[config.mk]
export PLATFORM = sky130hd
export DESIGN_NAME = mem_arbiter_flat
export DESIGN_NICKNAME = d
export VERILOG_FILES = /design/src/rtl/mem_arbiter_if.sv /design/src/rtl/mem_arbiter.sv /design/src/flat_wrapper.sv
export SDC_FILE = /design/constraint.sdc
export NUM_CORES = 1
export LEC_CHECK = 0
export CAP_MARGIN = 10
export CORE_AREA = 2 2 202 204
export CTS_CLUSTER_DIAMETER = 40
export DETAILED_ROUTE_END_ITERATION = 8
export DIE_AREA = 0 0 204 206
export REMOVE_ABC_BUFFERS = 1
export SLEW_MARGIN = 0
export SYNTH_ARGS = -nofsm -noshare
export SYNTH_HDL_FRONTEND = slang
export SYNTH_SLANG_ARGS = --single-unit
[constraint.sdc]
create_clock -name clk -period 2.93 [get_ports clk]
set_input_delay 0.4395 -clock clk [delete_from_list [all_inputs] [get_ports clk]]
set_output_delay 0.4395 -clock clk [all_outputs]
set_load 0.1 [all_outputs]
[src/rtl/mem_arbiter_if.sv]
// rtl/mem_arbiter_if.sv - shared memory bus between the arbiter and the memory
interface mem_arbiter_if;
    logic        BusReqOut;
    logic        BusWeOut;
    logic [63:0] BusAddrOut;
    logic [63:0] BusWdataOut;
    logic        BusAckIn;
    logic [63:0] BusRdataIn;

    modport master (
        output BusReqOut,
        output BusWeOut,
        output BusAddrOut,
        output BusWdataOut,
        input  BusAckIn,
        input  BusRdataIn
    );

    modport slave (
        input  BusReqOut,
        input  BusWeOut,
        input  BusAddrOut,
        input  BusWdataOut,
        output BusAckIn,
        output BusRdataIn
    );
endinterface

[src/rtl/mem_arbiter.sv]
// rtl/mem_arbiter.sv - two-port (fetch / load-store) arbiter onto one memory bus
module mem_arbiter #(
    parameter int MAX_WAIT = 4
) (
    input  logic          clk,
    input  logic          rst_n,
    input  logic          IfReqIn,
    input  logic [63:0]   IfAddrIn,
    output logic          IfReadyOut,
    output logic [63:0]   IfDataOut,
    input  logic          MemReqIn,
    input  logic          MemWeIn,
    input  logic [63:0]   MemAddrIn,
    input  logic [63:0]   MemWdataIn,
    output logic          MemReadyOut,
    output logic [63:0]   MemRdataOut,
    mem_arbiter_if.master bus
);
    typedef enum logic [1:0] {IDLE, GRANT_IF, GRANT_MEM, RESP} state_t;

    localparam logic [3:0] MAX_CNT = 4'(MAX_WAIT);

    state_t      state_q, state_d;
    logic [3:0]  wait_cnt_q, wait_cnt_d;
    logic        bus_req_q, bus_we_q;
    logic [63:0] bus_addr_q, bus_wdata_q;
    logic        if_ready_q, mem_ready_q;
    logic [63:0] if_data_q, mem_rdata_q;

    // Mem wins contention until If has been passed over MAX_WAIT times in a row
    always_comb begin
        state_d    = state_q;
        wait_cnt_d = wait_cnt_q;
        case (state_q)
            IDLE: begin
                if (IfReqIn && (!MemReqIn || wait_cnt_q == MAX_CNT)) begin
                    state_d    = GRANT_IF;
                    wait_cnt_d = 4'd0;
                end else if (MemReqIn) begin
                    state_d = GRANT_MEM;
                    if (IfReqIn && wait_cnt_q < MAX_CNT)
                        wait_cnt_d = wait_cnt_q + 4'd1;
                end
            end
            GRANT_IF, GRANT_MEM: begin
                if (bus.BusAckIn)
                    state_d = RESP;
            end
            default: state_d = IDLE;
        endcase
    end

    always_ff @(posedge clk or negedge rst_n) begin
        if (!rst_n) begin
            state_q     <= IDLE;
            wait_cnt_q  <= 4'd0;
            bus_req_q   <= 1'b0;
            bus_we_q    <= 1'b0;
            bus_addr_q  <= 64'd0;
            bus_wdata_q <= 64'd0;
            if_ready_q  <= 1'b0;
            mem_ready_q <= 1'b0;
            if_data_q   <= 64'd0;
            mem_rdata_q <= 64'd0;
        end else begin
            state_q     <= state_d;
            wait_cnt_q  <= wait_cnt_d;
            if_ready_q  <= 1'b0;
            mem_ready_q <= 1'b0;
            case (state_q)
                IDLE: begin
                    if (state_d == GRANT_IF) begin
                        bus_req_q   <= 1'b1;
                        bus_we_q    <= 1'b0;
                        bus_addr_q  <= IfAddrIn;
                        bus_wdata_q <= 64'd0;
                    end else if (state_d == GRANT_MEM) begin
                        bus_req_q   <= 1'b1;
                        bus_we_q    <= MemWeIn;
                        bus_addr_q  <= MemAddrIn;
                        bus_wdata_q <= MemWdataIn;
                    end
                end
                GRANT_IF, GRANT_MEM: begin
                    // The Ready registers double as the record of who owns RESP
                    if (bus.BusAckIn) begin
                        bus_req_q   <= 1'b0;
                        bus_we_q    <= 1'b0;
                        bus_addr_q  <= 64'd0;
                        bus_wdata_q <= 64'd0;
                        if (state_q == GRANT_IF) begin
                            if_ready_q <= 1'b1;
                            if_data_q  <= bus.BusRdataIn;
                        end else begin
                            mem_ready_q <= 1'b1;
                            if (!bus_we_q)
                                mem_rdata_q <= bus.BusRdataIn;
                        end
                    end
                end
                default: ;
            endcase
        end
    end

    assign IfReadyOut      = if_ready_q;
    assign IfDataOut       = if_data_q;
    assign MemReadyOut     = mem_ready_q;
    assign MemRdataOut     = mem_rdata_q;
    assign bus.BusReqOut   = bus_req_q;
    assign bus.BusWeOut    = bus_we_q;
    assign bus.BusAddrOut  = bus_addr_q;
    assign bus.BusWdataOut = bus_wdata_q;
endmodule

[src/flat_wrapper.sv]
// flat-port wrapper written by rule: the top's interface ports become plain ports
module mem_arbiter_flat 
#(
    parameter int MAX_WAIT = 4
)
  (clk, rst_n, IfReqIn, IfAddrIn, IfReadyOut, IfDataOut, MemReqIn, MemWeIn, MemAddrIn, MemWdataIn, MemReadyOut, MemRdataOut, bus_BusReqOut, bus_BusWeOut, bus_BusAddrOut, bus_BusWdataOut, bus_BusAckIn, bus_BusRdataIn);
  mem_arbiter_if bus_i ();
  input  logic clk;
  input  logic rst_n;
  input  logic IfReqIn;
  input  logic [63:0] IfAddrIn;
  output logic IfReadyOut;
  output logic [63:0] IfDataOut;
  input  logic MemReqIn;
  input  logic MemWeIn;
  input  logic [63:0] MemAddrIn;
  input  logic [63:0] MemWdataIn;
  output logic MemReadyOut;
  output logic [63:0] MemRdataOut;
  output wire logic [$bits(bus_i.BusReqOut)-1:0] bus_BusReqOut;
  output wire logic [$bits(bus_i.BusWeOut)-1:0] bus_BusWeOut;
  output wire logic [$bits(bus_i.BusAddrOut)-1:0] bus_BusAddrOut;
  output wire logic [$bits(bus_i.BusWdataOut)-1:0] bus_BusWdataOut;
  input wire logic [$bits(bus_i.BusAckIn)-1:0] bus_BusAckIn;
  input wire logic [$bits(bus_i.BusRdataIn)-1:0] bus_BusRdataIn;
  assign bus_BusReqOut = bus_i.BusReqOut;
  assign bus_BusWeOut = bus_i.BusWeOut;
  assign bus_BusAddrOut = bus_i.BusAddrOut;
  assign bus_BusWdataOut = bus_i.BusWdataOut;
  assign bus_i.BusAckIn = bus_BusAckIn;
  assign bus_i.BusRdataIn = bus_BusRdataIn;
  mem_arbiter #(.MAX_WAIT(MAX_WAIT)) u_core (.clk(clk), .rst_n(rst_n), .IfReqIn(IfReqIn), .IfAddrIn(IfAddrIn), .IfReadyOut(IfReadyOut), .IfDataOut(IfDataOut), .MemReqIn(MemReqIn), .MemWeIn(MemWeIn), .MemAddrIn(MemAddrIn), .MemWdataIn(MemWdataIn), .MemReadyOut(MemReadyOut), .MemRdataOut(MemRdataOut), .bus(bus_i));
endmodule
* Word level (Yosys, flattened, before mapping) *
Index checks and enable logic that the tools add are counted.

operators by class
  $add $sub $neg = 1
  multiply operators = 0
  div/mod/pow operators = 0
  order comparisons = 1
  equality and inequality tests = 7
  shift-type cells = 0
  multiplexer cells = 27
  bitwise logic cells = 2
  reductions and logical operators = 13

operators by type and width
  operator               count
  $mux W64               5
  $pmux W64 S2           2
  $mux W4                3
  $mux W1                11
  $reduce_and A3 Y1      3
  $mux W2                3
  $reduce_bool A2 Y1     3
  $add A4 B1 Y4 const B  1
  $eq A2 B1 Y1 const B   2
  $eq A2 B2 Y1 const B   2
  $eq A4 B3 Y1 const B   1
  $lt A4 B3 Y1 const B   1
  $pmux W1 S2            2
  $pmux W2 S2            1
  $reduce_and A4 Y1      1
  $ne A3 B1 Y1 const B   1
  $logic_and A1 B1 Y1    2
  $logic_not A2 Y1       1
  $ne A2 B2 Y1 const B   1
  $not A1 Y1             2
  $reduce_or A2 Y1       1
  $logic_not A1 Y1       1
  $logic_or A1 B1 Y1     1

storage, ports and cells
  register bits = 266
  latch bits = 0
  memory bits (writable) = 0
  ROM bits = 0
  input bits = 262
  output and inout port bits = 260
  memories = 0

* Logic depth before layout (Yosys ltp) *
  word-level depth = 9
  gate-level depth with buffers = 10
  mapped depth without buffers = 8

* Least setup slack after synthesis *
Ideal clock, no wire load.

  kind = register to register
  from = register u_core.bus_we_q, in the netlist u_core.bus.BusWeOut
  to = register u_core.mem_rdata_q[0], in the netlist u_core.MemRdataOut[0]
  arrival = 2042 ps
  data required time = 2802 ps
  setup slack = 760 ps
  stages on the path, launching flop included = 4
  path buffers = 1
  clock period less this slack = 2170 ps
  cells stage by stage = dfrtp_1 -> nor3_2 -> clkbuf_1 -> mux2_1

on the way
  word-level cells in the longest chain between the ends = 2

RTL lines
  item                         line               source
  start: declaration           mem_arbiter.sv:25  logic bus_req_q, bus_we_q;
  start signal: assignment     mem_arbiter.sv:79  bus_we_q <= MemWeIn;
  $not A1 Y1 (no line)         -
  $reduce_and A4 Y1 (no line)  -
  end signal: assignment       mem_arbiter.sv:97  mem_rdata_q <= bus.BusRdataIn;
  end: declaration             mem_arbiter.sv:28  logic [63:0] if_data_q, mem_rdata_q;

No other way between the ends.
A chain may end at the register's enable or synchronous reset.

* Worst setup path after layout *
  from = register u_core.state_q[0]
  to = register u_core.bus_wdata_q[13], in the netlist u_core.bus.BusWdataOut[13]

on the way
  word-level cells in the longest chain between the ends = 6
  elaborated cells between the ends (all ways) = 16

RTL lines
  item                                                                line                                                     source
  start: declaration                                                  mem_arbiter.sv:23                                        state_t state_q, state_d;
  start signal: assignment                                            mem_arbiter.sv:66                                        state_q <= state_d;
  $eq A2 B2 Y1 (tied with other cells)                                mem_arbiter.sv:34, mem_arbiter.sv:70
  $reduce_or A2 Y1 / $mux W2 (equally long branches)                  mem_arbiter.sv:34, mem_arbiter.sv:70, mem_arbiter.sv:36
  $pmux W2 S2                                                         mem_arbiter.sv:34                                        case (state_q)
  $eq A2 B2 Y1 / $eq A2 B1 Y1 (equally long branches)                 mem_arbiter.sv:77, mem_arbiter.sv:72
  $ne A3 B1 Y1 (no line) / $mux W64 (equally long branches)           -
  $reduce_and A3 Y1 (no line) / $pmux W64 S2 (equally long branches)  -
  end signal: assignment                                              mem_arbiter.sv:81                                        bus_wdata_q <= MemWdataIn;
  end: declaration                                                    mem_arbiter.sv:26                                        logic [63:0] bus_addr_q, bus_wdata_q;

Parallel ways exist; a longest one is shown, timed or not.

==> metrics.cfg <==
[clock_tree]
ctsLongestPathBuffers=3
cts_tree=yes
htreeDepth=2
cts_setup_buffers=0
cts_buffers=46
cts.sinks=266
cts-root-buf=clkbuf_16
clock_latency_ns=0.56
clkSlewWorstSetupHoldPaths_ns=0.05

[job]
timing.max_cap.violations=0

[global_routing]
grt_pass1_vias=8505
grt_start_max_net_pins=79
overflow=0
grt_first_pass_wirelength_mm=51.1
grt_antenna_before_repair=2
track_usage=0.159

[setup_path]
critical_path.startpoint=u_core.state_q[0]$_DFF_PN0_
crit_type=flip-flop to flip-flop
r2r-start=u_core.state_q[0]$_DFF_PN0_
r2r_end=u_core.bus.BusWdataOut[13]$_DFFE_PN0P_
required_ns=3.42
endpoint=u_core.bus.BusWdataOut[13]$_DFFE_PN0P_
path_max_fanout=25
ff2ff_setup_slack_ns=0.40
worstRegToRegCells=9
crit_arrival_ns=3.02
crit_path_end_kind=flip-flop
startpoint_type=flip-flop

[floorplan]
rows=74
coreArea_mm2=0.0402
dieArea_mm2=0.0420
fp.dieW_um=204
ios=522
start_util=0.260
die_y_um=206

[sta]
rsz0062_at_grt=no
fmax_mhz=396
fin_crit_sh=0.862
fin_setup_tns_ns=0
slew_headroom=0.570
fin_crit_ns=2.53
setup_viol=0
fin_skew_ns=0.0225
final-hold-violation-count=0
maxSlewViolCount=0
worstMarginPinSlew_ns=0.645

[placement]
place_hpwl_mm=25.6
io_buffer_count=521
gp_congestion=0.760

[yosys]
syn_area_mm2=0.0105
netlist_instances=683
synth_top_area_frac=0.637
synthTopCellsByArea=dfrtp_1 (64%), mux2_2 (7.0%), mux2_1 (6.9%)
ys_ff_latch=266
yosysSeqAreaShare=0.637
synth_edf_count=0
ys_warn_count=0
synth_top_cell_by_area=dfrtp_1
synth_flop_cell=dfrtp_1
synth_cell_type_count=31
synth.avg_cell_area_um2=15.3
synthArstFlopShare=1.00

[cells_and_area]
fillerInstances=3701
n_antenna_cell=0
drive_gt1_frac=0.357
nets=1510
syn2layout_area_growth_pct=68.4

[routing]
routed_wirelength_mm=34.9
avgViaCountPerCell=4.47
first_pass_iters=4
wl_per_cell_um=19.3
dr_total_vias=8101
drc=0
drt_iter0_drc=267
postRouteAntennaNets=0

[status]
outcome=completed

[hold_path]
hold_path.class=input pin to async pin

## synthesized netlist by cell type, drive strengths merged (2+ instances only)
library cell	count
a21oi	4
a22o	67
buf	35
clkbuf	12
dfrtp	266
ha	5
inv	10
mux2	129
mux2i	64
nand2	2
nand3	2
nand3b	2
nor2	5
o21a	2
o21ai	5
o2bb2ai	64
## worst min path at each step
stage,from,end,slack [ns],cells after the start
final,rst_n,u_core.IfDataOut[43]$_DFFE_PN0P_,0.47,2
after global routing,MemWdataIn[3],u_core.bus.BusWdataOut[3]$_DFFE_PN0P_,0.46,2
after CTS,MemWdataIn[30],u_core.bus.BusWdataOut[30]$_DFFE_PN0P_,0.44,2
after detailed placement,u_core.bus.BusAddrOut[61]$_DFFE_PN0P_,u_core.bus.BusAddrOut[61]$_DFFE_PN0P_,0.47,1
after global placement,u_core.MemRdataOut[26]$_DFFE_PN0P_,u_core.MemRdataOut[26]$_DFFE_PN0P_,0.47,1
after floorplan,rst_n,u_core.IfDataOut[0]$_DFFE_PN0P_,0.14,0
## placed cells by master, fill, tap and decap left out, types with 6 or more instances in the layout
master / instances
clkdlybuf4s50_1: 260
mux2_2: 65
mux2_1: 64
o2bb2ai_1: 64
clkinv_2: 7
dfrtp_1: 266
bufinv_16: 7
buf_12: 14
buf_4: 283
mux2i_1: 64
inv_1: 6
clkbuf_16: 47
a22o_1: 67
## worst max-delay path: stages, from the launching register on
cell and delay [ns]:
dfrtp_1 0.41, inv_1 0.06, ha_1 0.28, inv_2 0.18, o21ai_0 0.09, a221o_1 0.38, xnor2_2 0.21, o21ai_4 0.29
buf_4 0.35, a22o_1 0.19
## through the flow
step                utilization  std cells  hold WS [ns]  instance area [µm²]  worst slack, ns
floorplan                     -        636         0.144                10200            -1.42
CTS                       0.438       1812         0.437                17600            0.351
detailed placement        0.397       1726         0.475                15900            0.181
global route              0.438       1812         0.461                17600            0.239
global placement          0.397       1726         0.469                15900            0.251
finish                    0.438       1812         0.468                17600            0.403
## layer usage
metal,track usage,vias up,share of wire
met5,0,-,0.00069
met4,0.0505,4,0.020
met3,0.0659,55,0.11
met1,0.182,4003,0.38
li1,-,3689,-
met2,0.269,350,0.49
## layout make-up
class	instances	area (µm²)	share of cell area
clock buffers	54	1240	0.0706
multi-input cells	360	3560	0.202
inverters	10	37.5	0.00213
repair buffers	559	5030	0.286
clock inverters	31	405	0.0230
well taps	532	666	0.0378
flip-flops and latches	266	6660	0.378
## cell families after synthesis
group | count (synthesis) | share of synthesized area
xor+xnor | 1 | 0.00156
flops | 266 | 0.637
fa+ha+maj | 5 | 0.00598
simple gates | 14 | 0.00826
buf+inv | 57 | 0.0251
mux | 193 | 0.200
compound gates | 147 | 0.122
## state kept, by name, indices dropped and copies added, names as in the netlist
register,count
u_core.IfDataOut,64
u_core.bus.BusAddrOut,64
u_core.wait_cnt_q,4
u_core.state_q,2
u_core.bus.BusReqOut,1
u_core.MemReadyOut,1
u_core.bus.BusWdataOut,64
u_core.MemRdataOut,64
u_core.IfReadyOut,1
u_core.bus.BusWeOut,1
## timing repair
| action | in CTS | in global routing |
|---|---|---|
| endpoints found under the hold margin | 72 | 0 |
| hold buffers | 1 | 0 |
| resized for setup | 0 | 0 |
Power is not shown: default switching activity piles up to over one toggle a cycle in this logic, so the estimate is an artifact.
